[src/rtl/reg_bank_pkg.sv]
// Shared types and constants for the register-bank sequencer: FSM states,
// a width helper and the bit layout of the green status LEDs.
package reg_bank_pkg;

    typedef enum logic [1:0] {
        ST_IDLE  = 2'd0,
        ST_LOAD  = 2'd1,
        ST_COPY  = 2'd2,
        ST_CLEAR = 2'd3
    } state_t;

    // Bits needed to hold values 0..n-1, never less than one.
    function automatic int width_for(input int n);
        return (n <= 2) ? 1 : $clog2(n);
    endfunction

    localparam int LEDG_W       = 8;
    localparam int LEDG_BUSY    = 7;
    localparam int LEDG_FULL    = 6;
    localparam int LEDG_PTR_LSB = 0;
    localparam int LEDG_PTR_W   = 6;

endpackage

[src/rtl/key_edge.sv]
// Two-flop synchroniser for a raw key level followed by a rising-edge
// detector; a held key yields a single one-cycle push.
module key_edge (
    input  logic clk,
    input  logic rst_n,
    input  logic key,
    output logic push
);

    logic stage1;
    logic stage2;

    always_ff @(posedge clk or negedge rst_n) begin
        if (!rst_n) begin
            stage1 <= 1'b0;
            stage2 <= 1'b0;
        end else begin
            stage1 <= key;
            stage2 <= stage1;
        end
    end

    assign push = stage1 & ~stage2;

endmodule

[src/rtl/reg_bank_sequencer.sv]
// Key-driven load/copy/clear sequencer for a small bank of switch snapshots.
// Optional build macro SCAN_AUTO_EN: timed auto-scan of the displayed slot.
module reg_bank_sequencer
    import reg_bank_pkg::*;
#(
    parameter int WIDTH    = 8,
    parameter int DEPTH    = 4,
    parameter int SCAN_DIV = 50_000_000
) (
    input  logic             clk,
    input  logic             rst_n,
    input  logic             key_load,
    input  logic             key_copy,
    input  logic             key_clr,
    input  logic [WIDTH-1:0] sw,
    output logic [WIDTH-1:0] leds,
    output logic [LEDG_W-1:0] ledg
);

    localparam int PTR_W = width_for(DEPTH);
    localparam int CNT_W = width_for(DEPTH + 1);
    localparam logic [CNT_W-1:0] CNT_FULL = CNT_W'(DEPTH);
    localparam logic [PTR_W-1:0] LAST_IDX = PTR_W'(DEPTH - 1);

    if (SCAN_DIV < 2 || DEPTH < 2 || DEPTH > 64 || (DEPTH & (DEPTH - 1)) != 0) begin : g_bad_cfg
        $error("reg_bank_sequencer: unsupported DEPTH/SCAN_DIV");
    end

    logic push_load;
    logic push_copy;
    logic push_clr;

    key_edge u_edge_load (.clk(clk), .rst_n(rst_n), .key(key_load), .push(push_load));
    key_edge u_edge_copy (.clk(clk), .rst_n(rst_n), .key(key_copy), .push(push_copy));
    key_edge u_edge_clr  (.clk(clk), .rst_n(rst_n), .key(key_clr),  .push(push_clr));

    state_t           state;
    state_t           next_state;
    logic [WIDTH-1:0] bank [DEPTH];
    logic [PTR_W-1:0] wr_ptr;
    logic [PTR_W-1:0] disp_ptr;
    logic [PTR_W-1:0] clr_idx;
    logic [CNT_W-1:0] count;
    logic             busy;
    logic             full;
    logic             clr_last;
    logic             wr_en;
    logic             advance;
    logic [WIDTH-1:0] wr_data;

    assign busy     = (state != ST_IDLE);
    assign full     = (count == CNT_FULL);
    assign clr_last = (state == ST_CLEAR) && (clr_idx == LAST_IDX);

    always_ff @(posedge clk or negedge rst_n) begin
        if (!rst_n) begin
            state <= ST_IDLE;
        end else begin
            state <= next_state;
        end
    end

    // Only IDLE looks at pushes, so anything arriving while busy is lost.
    always_comb begin
        next_state = state;
        case (state)
            ST_IDLE: begin
                if (push_clr) begin
                    next_state = ST_CLEAR;
                end else if (push_load) begin
                    next_state = ST_LOAD;
                end else if (push_copy) begin
                    next_state = ST_COPY;
                end
            end
            ST_LOAD:  next_state = ST_IDLE;
            ST_COPY:  next_state = ST_IDLE;
            ST_CLEAR: begin
                if (clr_last) begin
                    next_state = ST_IDLE;
                end
            end
            default:  next_state = ST_IDLE;
        endcase
    end

    always_comb begin
        wr_en   = 1'b0;
        advance = 1'b0;
        wr_data = sw;
        case (state)
            ST_LOAD: begin
                wr_en   = 1'b1;
                advance = 1'b1;
            end
            ST_COPY: begin
                if (count != '0) begin
                    wr_en   = 1'b1;
                    advance = 1'b1;
                    wr_data = bank[disp_ptr];
                end
            end
            default: ;
        endcase
    end

    always_ff @(posedge clk or negedge rst_n) begin
        if (!rst_n) begin
            for (int i = 0; i < DEPTH; i++) begin
                bank[i] <= '0;
            end
        end else if (state == ST_CLEAR) begin
            bank[clr_idx] <= '0;
        end else if (wr_en) begin
            bank[wr_ptr] <= wr_data;
        end
    end

    // DEPTH is a power of two, so the pointers wrap by plain overflow.
    always_ff @(posedge clk or negedge rst_n) begin
        if (!rst_n) begin
            wr_ptr  <= '0;
            count   <= '0;
            clr_idx <= '0;
        end else begin
            clr_idx <= (state == ST_CLEAR) ? clr_idx + PTR_W'(1) : '0;
            if (clr_last) begin
                wr_ptr <= '0;
                count  <= '0;
            end else if (advance) begin
                wr_ptr <= wr_ptr + PTR_W'(1);
                if (!full) begin
                    count <= count + CNT_W'(1);
                end
            end
        end
    end

`ifdef SCAN_AUTO_EN
    localparam int TMR_W = width_for(SCAN_DIV);
    localparam logic [TMR_W-1:0] TMR_LAST = TMR_W'(SCAN_DIV - 1);

    logic [TMR_W-1:0] scan_timer;
    logic [CNT_W-1:0] disp_inc;

    assign disp_inc = CNT_W'(disp_ptr) + CNT_W'(1);

    always_ff @(posedge clk or negedge rst_n) begin
        if (!rst_n) begin
            scan_timer <= '0;
            disp_ptr   <= '0;
        end else if (clr_last) begin
            scan_timer <= '0;
            disp_ptr   <= '0;
        end else if (busy || count == '0) begin
            scan_timer <= '0;
        end else if (scan_timer == TMR_LAST) begin
            scan_timer <= '0;
            disp_ptr   <= (disp_inc >= count) ? '0 : disp_ptr + PTR_W'(1);
        end else begin
            scan_timer <= scan_timer + TMR_W'(1);
        end
    end
`else
    // Follow the most recent write.
    always_comb begin
        disp_ptr = (count != '0) ? wr_ptr - PTR_W'(1) : '0;
    end
`endif

    assign leds = bank[disp_ptr];

    always_comb begin
        ledg = '0;
        ledg[LEDG_BUSY] = busy;
        ledg[LEDG_FULL] = full;
        ledg[LEDG_PTR_LSB +: PTR_W] = disp_ptr;
    end

endmodule

[config.mk]
export PLATFORM = sky130hd
export DESIGN_NAME = reg_bank_sequencer
export DESIGN_NICKNAME = d
export VERILOG_FILES = /design/src/rtl/reg_bank_pkg.sv /design/src/rtl/key_edge.sv /design/src/rtl/reg_bank_sequencer.sv
export SDC_FILE = /design/constraint.sdc
export NUM_CORES = 1
export LEC_CHECK = 0
export CAP_MARGIN = 15
export CORE_UTILIZATION = 51
export DETAILED_ROUTE_END_ITERATION = 10
export MAX_ROUTING_LAYER = met4
export PLACE_DENSITY = 0.76
export SLEW_MARGIN = 20
export SYNTH_ARGS = -nofsm -noshare
export SYNTH_HDL_FRONTEND = slang
export SYNTH_SLANG_ARGS = --single-unit
[constraint.sdc]
create_clock -name clk -period 2.1 [get_ports clk]
set_input_delay 0.21 -clock clk [delete_from_list [all_inputs] [get_ports clk]]
set_output_delay 0.21 -clock clk [all_outputs]
set_load 0.02 [all_outputs]
### Word-level counts from Yosys, hierarchy flattened

Index checks and enable logic that the tools add are counted.

* register bits after elaboration: 47
* input bits: 13
* output and inout port bits: 16
* logic and storage cells: 79

* $add $sub $neg: 4
* magnitude comparators: 5
* equality and inequality tests: 8
* multiplexer cells: 26
* bitwise logic cells: 11
* reduce and logical (&&, ||, !) cells: 11

Operators with widths (count)
* 32-bit two-way mux: 2
* 8-bit two-way mux: 6
* 32-bit bitwise AND: 1
* 32-bit bitwise mux: 1
* 8-bit demux with 2-bit select: 2
* 32-bit NOT: 1
* 8-bit binary-select mux with 2-bit select: 1
* 2-bit two-way mux: 8
* 3-bit greater-or-equal comparator (second input constant): 3
* 3-bit two-way mux: 3
* 2-bit NOT with 3-bit output: 3
* 2-bit equality test (second input constant): 3
* 3-bit by 1-bit less-than comparator with 1-bit output (second input constant): 2
* 2-bit case mux with 3 select lines: 1
* 2-bit nonzero test: 3
* 2-bit by 1-bit adder with 2-bit output (second input constant): 2
* 4-bit != test (second input constant): 1
* 2-bit AND reduction: 2
* 3-bit by 1-bit adder with 3-bit output (second input constant): 1
* 1-bit bitwise AND: 3
* 3-bit equality test (second input constant): 1
* 1-bit logical AND: 3
* 1-bit NOT: 3
* 3-bit nonzero test: 1
* 8 further kinds: 8

### Longest topological paths before layout

Gate-level depths: netlist of run 1.

* depth after elaboration: 11
* gate-level depth with buffers: 10
* mapped depth without buffers: 6

### Hierarchy

From an unflattened synthesis of run 1, not the netlist that was laid out.

* cells, all modules: 291
* area total of the unflattened synthesis: 2907.8 um^2

Modules (own cells, without submodules)
* reg_bank_sequencer: times used 1, cells an instance 282, area an instance 2716.4 um^2, seq. area each 1026.0 um^2
* key_edge: times used 3, cells an instance 3, area an instance 63.8 um^2, seq. area each 50.0 um^2

### Worst setup path after synthesis of run 1

No wires, ideal clock.

* kind: register to output
* start: register wr_ptr[0]
* end: output leds[4]
* arrival time: 2.123 ns
* required time: 1.890 ns
* slack: -0.233 ns
* cell stages (with the launch flop): 10
* buffers on the path: 5
* cell sequence: dfrtp_1 buf_4 buf_6 buf_2 inv_1 ha_1 clkbuf_1 nand2b_1 buf_2 o21ai_0

* longest elaborated chain between the ends: 6

Ends and longest elaborated chain
* start, declared: RTL line reg_bank_sequencer.sv:40 `logic [PTR_W-1:0] wr_ptr;`
* start signal, assigned: RTL line reg_bank_sequencer.sv:131 `wr_ptr <= wr_ptr + PTR_W'(1);`
* 2-bit by 1-bit subtractor with 2-bit output: RTL line reg_bank_sequencer.sv:167 `disp_ptr = (count != '0) ? wr_ptr - PTR_W'(1) : '0;`
* 2-bit two-way mux: RTL line reg_bank_sequencer.sv:167
* 2-bit NOT with 3-bit output (implied by the code): RTL line reg_bank_sequencer.sv:171 `assign leds = bank[disp_ptr];`
* 8-bit binary-select mux with 2-bit select: RTL line reg_bank_sequencer.sv:171
* 8-bit two-way mux (implied by the code) (2 in a row): RTL line reg_bank_sequencer.sv:171
* end, declared: RTL line reg_bank_sequencer.sv:16 `output logic [WIDTH-1:0] leds,`

No other way between the ends. The select of a mux whose other input is x is not followed.

### Worst setup path in the final report of run 1

* start: register wr_ptr[0]
* end: output leds[0]

The elaborated chain is that of the path after synthesis.

==> results of run 1 <==
[registers in the layout (all words and copies together) (netlist names)]
name	cells
wr_ptr	2
count	3
clr_idx	2
u_edge_load.stage2	1
u_edge_load.stage1	1
u_edge_clr.stage2	1
u_edge_copy.stage1	1
bank	32
u_edge_copy.stage2	1
state	2
u_edge_clr.stage1	1
[cell type report]
class,count,area (sq um)
clock buffer,6,72.6
clock inverter,2,60.1
fill,400,1710
inverter,22,82.6
multi-input combinational,198,1530
sequential,47,1180
tap,70,87.6
timing repair buffer,54,513
[worst max-delay path: cells and delay by family, from the launching register on]
kind / cells / cell delay [ns]
buf+inv: 4 / 0.53
flops: 1 / 0.42
compound gates: 1 / 0.33
fa+ha+maj: 1 / 0.26
[worst max-delay path by stage]
stage               depth (start not counted)  slack (ns)       from       to
floorplan                                   9       0.006  wr_ptr[0]  leds[4]
detailed placement                          6       -0.14  wr_ptr[0]  leds[4]
finish                                      6        0.03  wr_ptr[0]  leds[0]
CTS                                         8       -0.04   count[0]  leds[4]
global placement                            6        -0.1  wr_ptr[0]  leds[4]
global route                                5       -0.05  wr_ptr[0]  leds[2]
[where the power goes]
| part | internal [mW] | leakage (nW) | switching, mW | total (mW) |
|---|---|---|---|---|
| sequential | 1.29 | 0.575 | 0.244 | 1.54 |
| combinational | 1.92 | 1.19 | 2.29 | 4.21 |
| clock | 0.476 | 0.0654 | 0.311 | 0.787 |
| total | 3.69 | 1.83 | 2.84 | 6.53 |
[layout by cell type, fill, tap and decap left out, types with 4 or more instances in the layout]
cell type,instances
sky130_fd_sc_hd__a21boi_0,7
sky130_fd_sc_hd__nand2b_1,9
sky130_fd_sc_hd__buf_2,5
sky130_fd_sc_hd__a21oi_1,4
sky130_fd_sc_hd__clkdlybuf4s50_1,12
sky130_fd_sc_hd__a31oi_2,7
sky130_fd_sc_hd__dfrtp_1,47
sky130_fd_sc_hd__nor2_1,13
sky130_fd_sc_hd__clkbuf_8,5
sky130_fd_sc_hd__conb_1,4
sky130_fd_sc_hd__nand2_1,50
sky130_fd_sc_hd__mux2i_1,40
sky130_fd_sc_hd__inv_1,18
sky130_fd_sc_hd__ha_1,13
sky130_fd_sc_hd__o31ai_1,7
sky130_fd_sc_hd__buf_4,25
sky130_fd_sc_hd__a221o_1,7
sky130_fd_sc_hd__nand3_4,4
sky130_fd_sc_hd__o311ai_1,5
[timing repair]
action / 4_1_cts / 5_1_grt
endpoints found under the setup margin: 12 / 46
endpoints found under the hold margin: 8 / 0
hold buffers: 1 / 0
cloned: 1 / 1
pin swaps: 0 / 4
buffers inserted: 1 / 5
resized for setup: 38 / 21
[through the flow]
| step | util | setup TNS, ns | hold slack (ns) | area [sq um] | std cells |
|---|---|---|---|---|---|
| floorplan | - | 0 | -0.0856 | 2880 | 288 |
| global placement | 0.614 | -0.551 | 0.334 | 3220 | 382 |
| detailed placement | 0.614 | -1.12 | 0.337 | 3220 | 382 |
| CTS | 0.647 | -0.0466 | 0.326 | 3390 | 393 |
| global route | 0.673 | -0.167 | 0.328 | 3520 | 399 |
| finish | 0.673 | 0 | 0.337 | 3520 | 399 |
[per-layer routing]
layer  vias up  track usage  wire length, um
met2        62        0.422             3540
li1       1069            -                -
met3         9       0.0476              345
met1      1135        0.316             3000
met5         -            -                0
met4         0        0.104               93
[cells by family after synthesis]
kind of cell    synth area share
xor+xnor                 0.00307
mux                        0.140
other cells              0.00131
buf+inv                   0.0798
fa+ha+maj                 0.0658
compound gates             0.154
flops                      0.412
simple gates               0.143
==> impl_results.md, run 1 <==
- Via count: ~2,300
- Initial detailed-routing violation count: 155
- Worst rel slew slack: 0.601
- Highest ir drop seen on vdd: 971 uV
- Worst-case clock buffer depth: 2
- Crit-path cells: inv_2 > ha_4 > buf_4 > buf_4 > a221o_1 > buf_4
- Critical path peak fanout: 10
- Hold Vio Cnt, Final: 0
- Global-route usage over all layers: 0.259
- Worst slew pin tran: approximately 0.6 ns
- Power Density: between 1500 and 2000 mW/mm^2
- Area growth from synthesis to layout: 23.5%
- # setup viols final: 0
- First-pass DRT Iterations: 4
- Share of synthesized area occupied by flip-flops and latches: 0.412
- Placed wire-length estimate after detailed placement: roughly 4500 um
- Total die area: roughly 0.006 sq mm
- Final critical-path setup slack: between 0.03 and 0.04 ns
- Global-route wire length before repair: between 10,000 and 15,000 um
- Final antenna-violating net count: 0
- Number of buffers created by CTS: 5
- Initial antenna violation count: 0
- Maximum Capacitance Violations: 0
- Starting Density: 0.545
- Die span in x: approximately 77 um
- Last weighted congestion value of the routability-driven placer: between 0.8 and 0.9
- Ant diodes: 0
- CTS tree: done
- Top FF cell, synth: sky130_fd_sc_hd__dfrtp_1
- Root cell of the clock tree: sky130_fd_sc_hd__clkbuf_8
- Worst Reg-to-Reg Cells: 9
- Height of the chip: 76.8 um
- Per-instance average area after synthesis: roughly 10 sq um
- Cell row count: 26
- Cell type with the highest occurrence count on the critical path: sky130_fd_sc_hd__buf_4
- Critical path type: reg2out
- Synthesis-stage register bit count: between 40 and 50
- Pins Over Slew Limit: 0
- Critical R2R Capture: bank[5]
- Total overflow reported by the global router: 0
- Leakage power: around 1.8 nW
- Share of flip-flops with an asynchronous set or reset after synthesis: 1.00
- R2R Setup Slk: 0.09 ns
- Detailed-route wire length: roughly 7000 um
- Pin count of the biggest net entering global routing: 48
- Crit path DAT: 1.86 ns
- Area share of the largest cell type after synthesis: 0.412
- Minimum clock period after layout: between 2 and 2.5 ns
- Highest clock rate: between 400 and 500 MHz
- Number of warnings reported in the yosys synthesis log: 0
- Status: finished clean
- Number of enable flip-flop cells after synthesis: 0
- Nets: approximately 360
- Average wire per standard cell: between 15 and 20 um
- Port Buf Inserts: 24
- Hold path endpoint: u_edge_copy.stage1
- Cells on Worst Hold Path: 1
- Hold Crit Start: key_copy
- Worst path max stage delay: ~0.42 ns
- Cell type with the largest total area after synthesis: sky130_fd_sc_hd__dfrtp_1
- Layout cell share with drive strength beyond 1: 0.204
- CP endpoint kind: output port
- # IOs: 29
- RSZ-0062 raised after global routing: yes
- Worst-path cell with the longest stage delay: sky130_fd_sc_hd__dfrtp_1
- Most repeated cell in the gate-level netlist after synthesis: sky130_fd_sc_hd__nand2_1
- CP Launch Type: flip-flop
- Worst setup slack before clock tree synthesis: -0.145 ns
- Commonest cells in the netlist: sky130_fd_sc_hd__nand2_1 (50), sky130_fd_sc_hd__dfrtp_1 (47), sky130_fd_sc_hd__mux2i_1 (40)
- Netlist Area Pre-Place: 0.00285 sq mm
- Via-per-instance ratio: approximately 5.7
- Clock tree sinks: 47
- Number of global-route vias before repair: about 2,300
- Largest cells by area after synthesis: sky130_fd_sc_hd__dfrtp_1 (41%), sky130_fd_sc_hd__mux2i_1 (14%), sky130_fd_sc_hd__ha_1 (6.6%), sky130_fd_sc_hd__nand2_1 (6.6%), sky130_fd_sc_hd__inv_1 (2.8%)
- Period utilisation layout: 0.984
- Distinct cell type count after synthesis: 37
- Skew final: a little under 0.009 ns
- CTS H-tree lvls: 2
- Reg2Reg Launch Point: count[0]
- Std-Cell Core Area: ~0.0052 sq mm
- # DRC: 0
- Number of cells produced by synthesis: around 290
- Type of the worst min-delay path: in2reg
- Total design power: around 6.5 mW
- Clock-pin slew reported for the worst setup and hold paths after clock tree synthesis: about 0.090 ns
- Worst-skew pair later-pin latency: 0.31 ns
- Worst path required time: 1.89 ns
(Power assumes the default switching activity.)
==> inputs of run 2 (changes only) <==
- CELL_PAD_IN_SITES_DETAIL_PLACEMENT: not set -> 1
- CELL_PAD_IN_SITES_GLOBAL_PLACEMENT: not set -> 2
- CORE_UTILIZATION: 51 -> 33
- PLACE_DENSITY: 0.76 -> not set
- PLACE_DENSITY_LB_ADDON: not set -> 0.1
==> run 2 against run 1 <==
Effect of this change:
- sequential cell count unchanged
- final area rose by 3.6%
- clock skew decreased by 0.00087 ns
- non-clock buffer count increased by 12
- global-route usage down 5.1 points
- count of clock-buffer cells in the layout grew 1
- final cell count increased by 12%
- via count is 1.1% lower
- critical path type unchanged
- critical endpoint is now leds[6]
- highest routed layer unchanged
==> impl_results.md, run 2 (synthesis results as in run 1) <==
- Status: finished clean
- Layout cell share with drive strength beyond 1: 0.229 (+0.0251)
- Placed wire-length estimate after detailed placement: 5470 um (+22%)
- Number of buffers created by CTS: 5 (unchanged)
- R2R Setup Slk: 0.16 ns (+0.07 ns)
- Final antenna-violating net count: 0 (unchanged)
- Height of the chip: 95.0 um (+24%)
- Pins Over Slew Limit: 0 (unchanged)
- Via count: 2,249 (-1.1%)
- Worst path max stage delay: 0.39 ns (-0.03 ns)
- Leakage power: 1.86 nW (+1.7%)
- Placed standard-cell area: 0.00336 sq mm (+4.6%)
- Initial detailed-routing violation count: 50 (-68%)
- Period utilisation layout: 0.992 (+0.00811)
- Hold path endpoint: u_edge_clr.stage1
- Ant diodes: 0 (unchanged)
- Hold Crit Start: key_clr
- Global-route usage over all layers: 0.208 (-0.0512)
- Average wire per standard cell: 18.3 um (+4.4%)
- # IOs: 29 (unchanged)
- Largest registers: bank (32), count (3)
- Maximum Capacitance Violations: 0 (unchanged)
- Critical path type: reg2out
- Leading cell types in the layout, fill and taps excluded: sky130_fd_sc_hd__nand2_1 (50), sky130_fd_sc_hd__dfrtp_1 (47), sky130_fd_sc_hd__mux2i_1 (40)
- Worst rel slew slack: 0.578 (-0.0221)
- Cells on Worst Hold Path: 1 (unchanged)
- Clock-pin slew reported for the worst setup and hold paths after clock tree synthesis: 0.09 ns (about the same)
- First-pass DRT Iterations: 4 (unchanged)
- Minimum clock period after layout: 2.08 ns (+0.0170 ns)
- Reg2Reg Launch Point: state[0]
- Detailed-route wire length: 8150 um (+17%)
- Via-per-instance ratio: 5.04 (-12%)
- Last weighted congestion value of the routability-driven placer: 0.720 (-14%)
- Total overflow reported by the global router: 0 (unchanged)
- Most common cell after layout, fill and taps aside: sky130_fd_sc_hd__nand2_1
- Die span in x: 95.0 um (+24%)
- CP Launch Type: flip-flop
- Std-Cell Core Area: 0.00830 sq mm (+58%)
- Root cell of the clock tree: sky130_fd_sc_hd__clkbuf_8
- Cell row count: 33 (+27%)
- CTS H-tree lvls: 2 (unchanged)
- Largest register FFs: 32 (unchanged)
- Port Buf Inserts: 24 (unchanged)
- Count of buffering cells on the critical path with inverters included: 3 (-1)
- Highest ir drop seen on vdd: 799 uV (-18%)
- Critical R2R Capture: bank[31]
- # setup viols final: 0 (unchanged)
- Critical path peak fanout: 6 (-4)
- Final instance area: 0.00365 sq mm (+3.6%)
- Starting Density: 0.344 (-0.201)
- Clock tree sinks: 47 (unchanged)
- Skew final: 0.00804 ns (-0.000869 ns)
- Worst path required time: 1.89 ns (about the same)
- Initial antenna violation count: 0 (unchanged)
- Largest reg by FF count: bank
- Hold Vio Cnt, Final: 0 (unchanged)
- Pin count of the biggest net entering global routing: 31 (-35%)
- CTS tree: done
- Global-route wire length before repair: 13,300 um (+16%)
- Total die area: 0.00902 sq mm (+53%)
- Kind of cell with the highest combined delay on the critical path: compound AO/OA/AOI/OAI gates
- RSZ-0062 raised after global routing: yes
- Worst-skew pair later-pin latency: 0.31 ns (about the same)
- Launching instance or port of the critical path: count[1]
- Crit path DAT: 1.87 ns (about the same)
- # DRC: 0 (unchanged)
- CP endpoint kind: output port
- Type of the worst min-delay path: in2reg
- Worst slew pin tran: 0.632 ns (+0.0332 ns)
- Highest clock rate: 480 MHz (-0.82%)
- Power Density: 1840 mW/mm^2 (-0.65%)
- Crit-path cells: inv_2 > ha_4 > nor2b_4 > buf_12 > o31ai_4 > a221o_1 > buf_6
- Nets: 368 (+3.4%)
- Number of global-route vias before repair: 2,430 (+5.8%)
- Worst-case clock buffer depth: 2 (unchanged)
- Total design power: 6.72 mW (+2.9%)
- Worst Reg-to-Reg Cells: 6 (-3)
- Area growth from synthesis to layout: 27.8%
- Worst-path cell with the longest stage delay: sky130_fd_sc_hd__dfrtp_1
- Final-layout fill cell count: 936 (+130%)
-- run 2: cell count changes in the layout (fill, tap and decap cells not counted), sizes merged --
cell	delta
dlymetal6s2s	-1
clkdlybuf4s50	+1
bufinv	-2
clkdlybuf4s15	+1
clkinv	+1
buf	+13
dlygate4sd2	-1
-- run 2: worst register-to-register path: stages, from the launching register on --
cell                      delay [ns]
sky130_fd_sc_hd__dfrtp_1        0.43
sky130_fd_sc_hd__inv_1          0.14
sky130_fd_sc_hd__ha_1           0.28
sky130_fd_sc_hd__nand2_1        0.14
sky130_fd_sc_hd__o21ai_4        0.36
sky130_fd_sc_hd__nand3_4        0.28
sky130_fd_sc_hd__mux2i_1        0.18
-- run 2: final cells by class --
cell class / instances / area (sq um) / share of cell area
multi-input combinational: 198 / 1540 / 0.423
sequential: 47 / 1180 / 0.322
timing repair buffer: 66 / 634 / 0.174
tap: 105 / 131 / 0.0360
inverter: 22 / 82.6 / 0.0226
clock buffer: 7 / 76.3 / 0.0209
clock inverter: 1 / 5.00 / 0.00137
-- run 2: how the worst max path moves through the flow --
stage                          to  slack (ns)  cells past startpoint
final                     leds[6]        0.02                      7
after global routing      leds[6]       -0.07                      7
after CTS                 leds[0]       -0.01                      7
after detailed placement  leds[4]       -0.09                      8
after global placement    leds[4]       -0.07                      8
after floorplan           leds[4]       0.006                      9
-- run 2: power breakdown --
part / total, mW / leakage [nW] / switching [mW] / internal (mW)
logic: 4.62 / 1.24 / 2.40 / 2.22
clock network: 0.551 / 0.0422 / 0.316 / 0.235
registers: 1.54 / 0.575 / 0.249 / 1.29
-- run 2: routing by layer --
| metal | up-vias | global-route usage | part of all wire |
|---|---|---|---|
| li1 | 1094 | - | - |
| met1 | 1121 | 0.282 | 0.50 |
| met2 | 24 | 0.326 | 0.46 |
| met3 | 10 | 0.0314 | 0.023 |
| met4 | 0 | 0.0492 | 0.0098 |
| met5 | - | - | 0 |
-- run 2: repair_timing --
item,CTS,global route
endpoints found under the setup margin,10,18
cloned,2,0
gates resized for setup,47,23
setup buffers,5,1
endpoints found under the hold margin,25,0
pin swaps,1,1
hold buffers,1,0
-- run 2: per-stage QoR --
step | setup TNS (ns) | utilization | worst slack [ns] | hold WS, ns | cells
floorplan | 0 | - | 0.00625 | -0.0856 | 288
global placement | -0.363 | 0.405 | -0.0657 | 0.278 | 429
detailed placement | -0.592 | 0.405 | -0.0891 | 0.273 | 429
CTS | -0.0155 | 0.427 | -0.0134 | 0.337 | 445
global route | -0.329 | 0.440 | -0.0675 | 0.330 | 446
finish | 0 | 0.440 | 0.0165 | 0.339 | 446
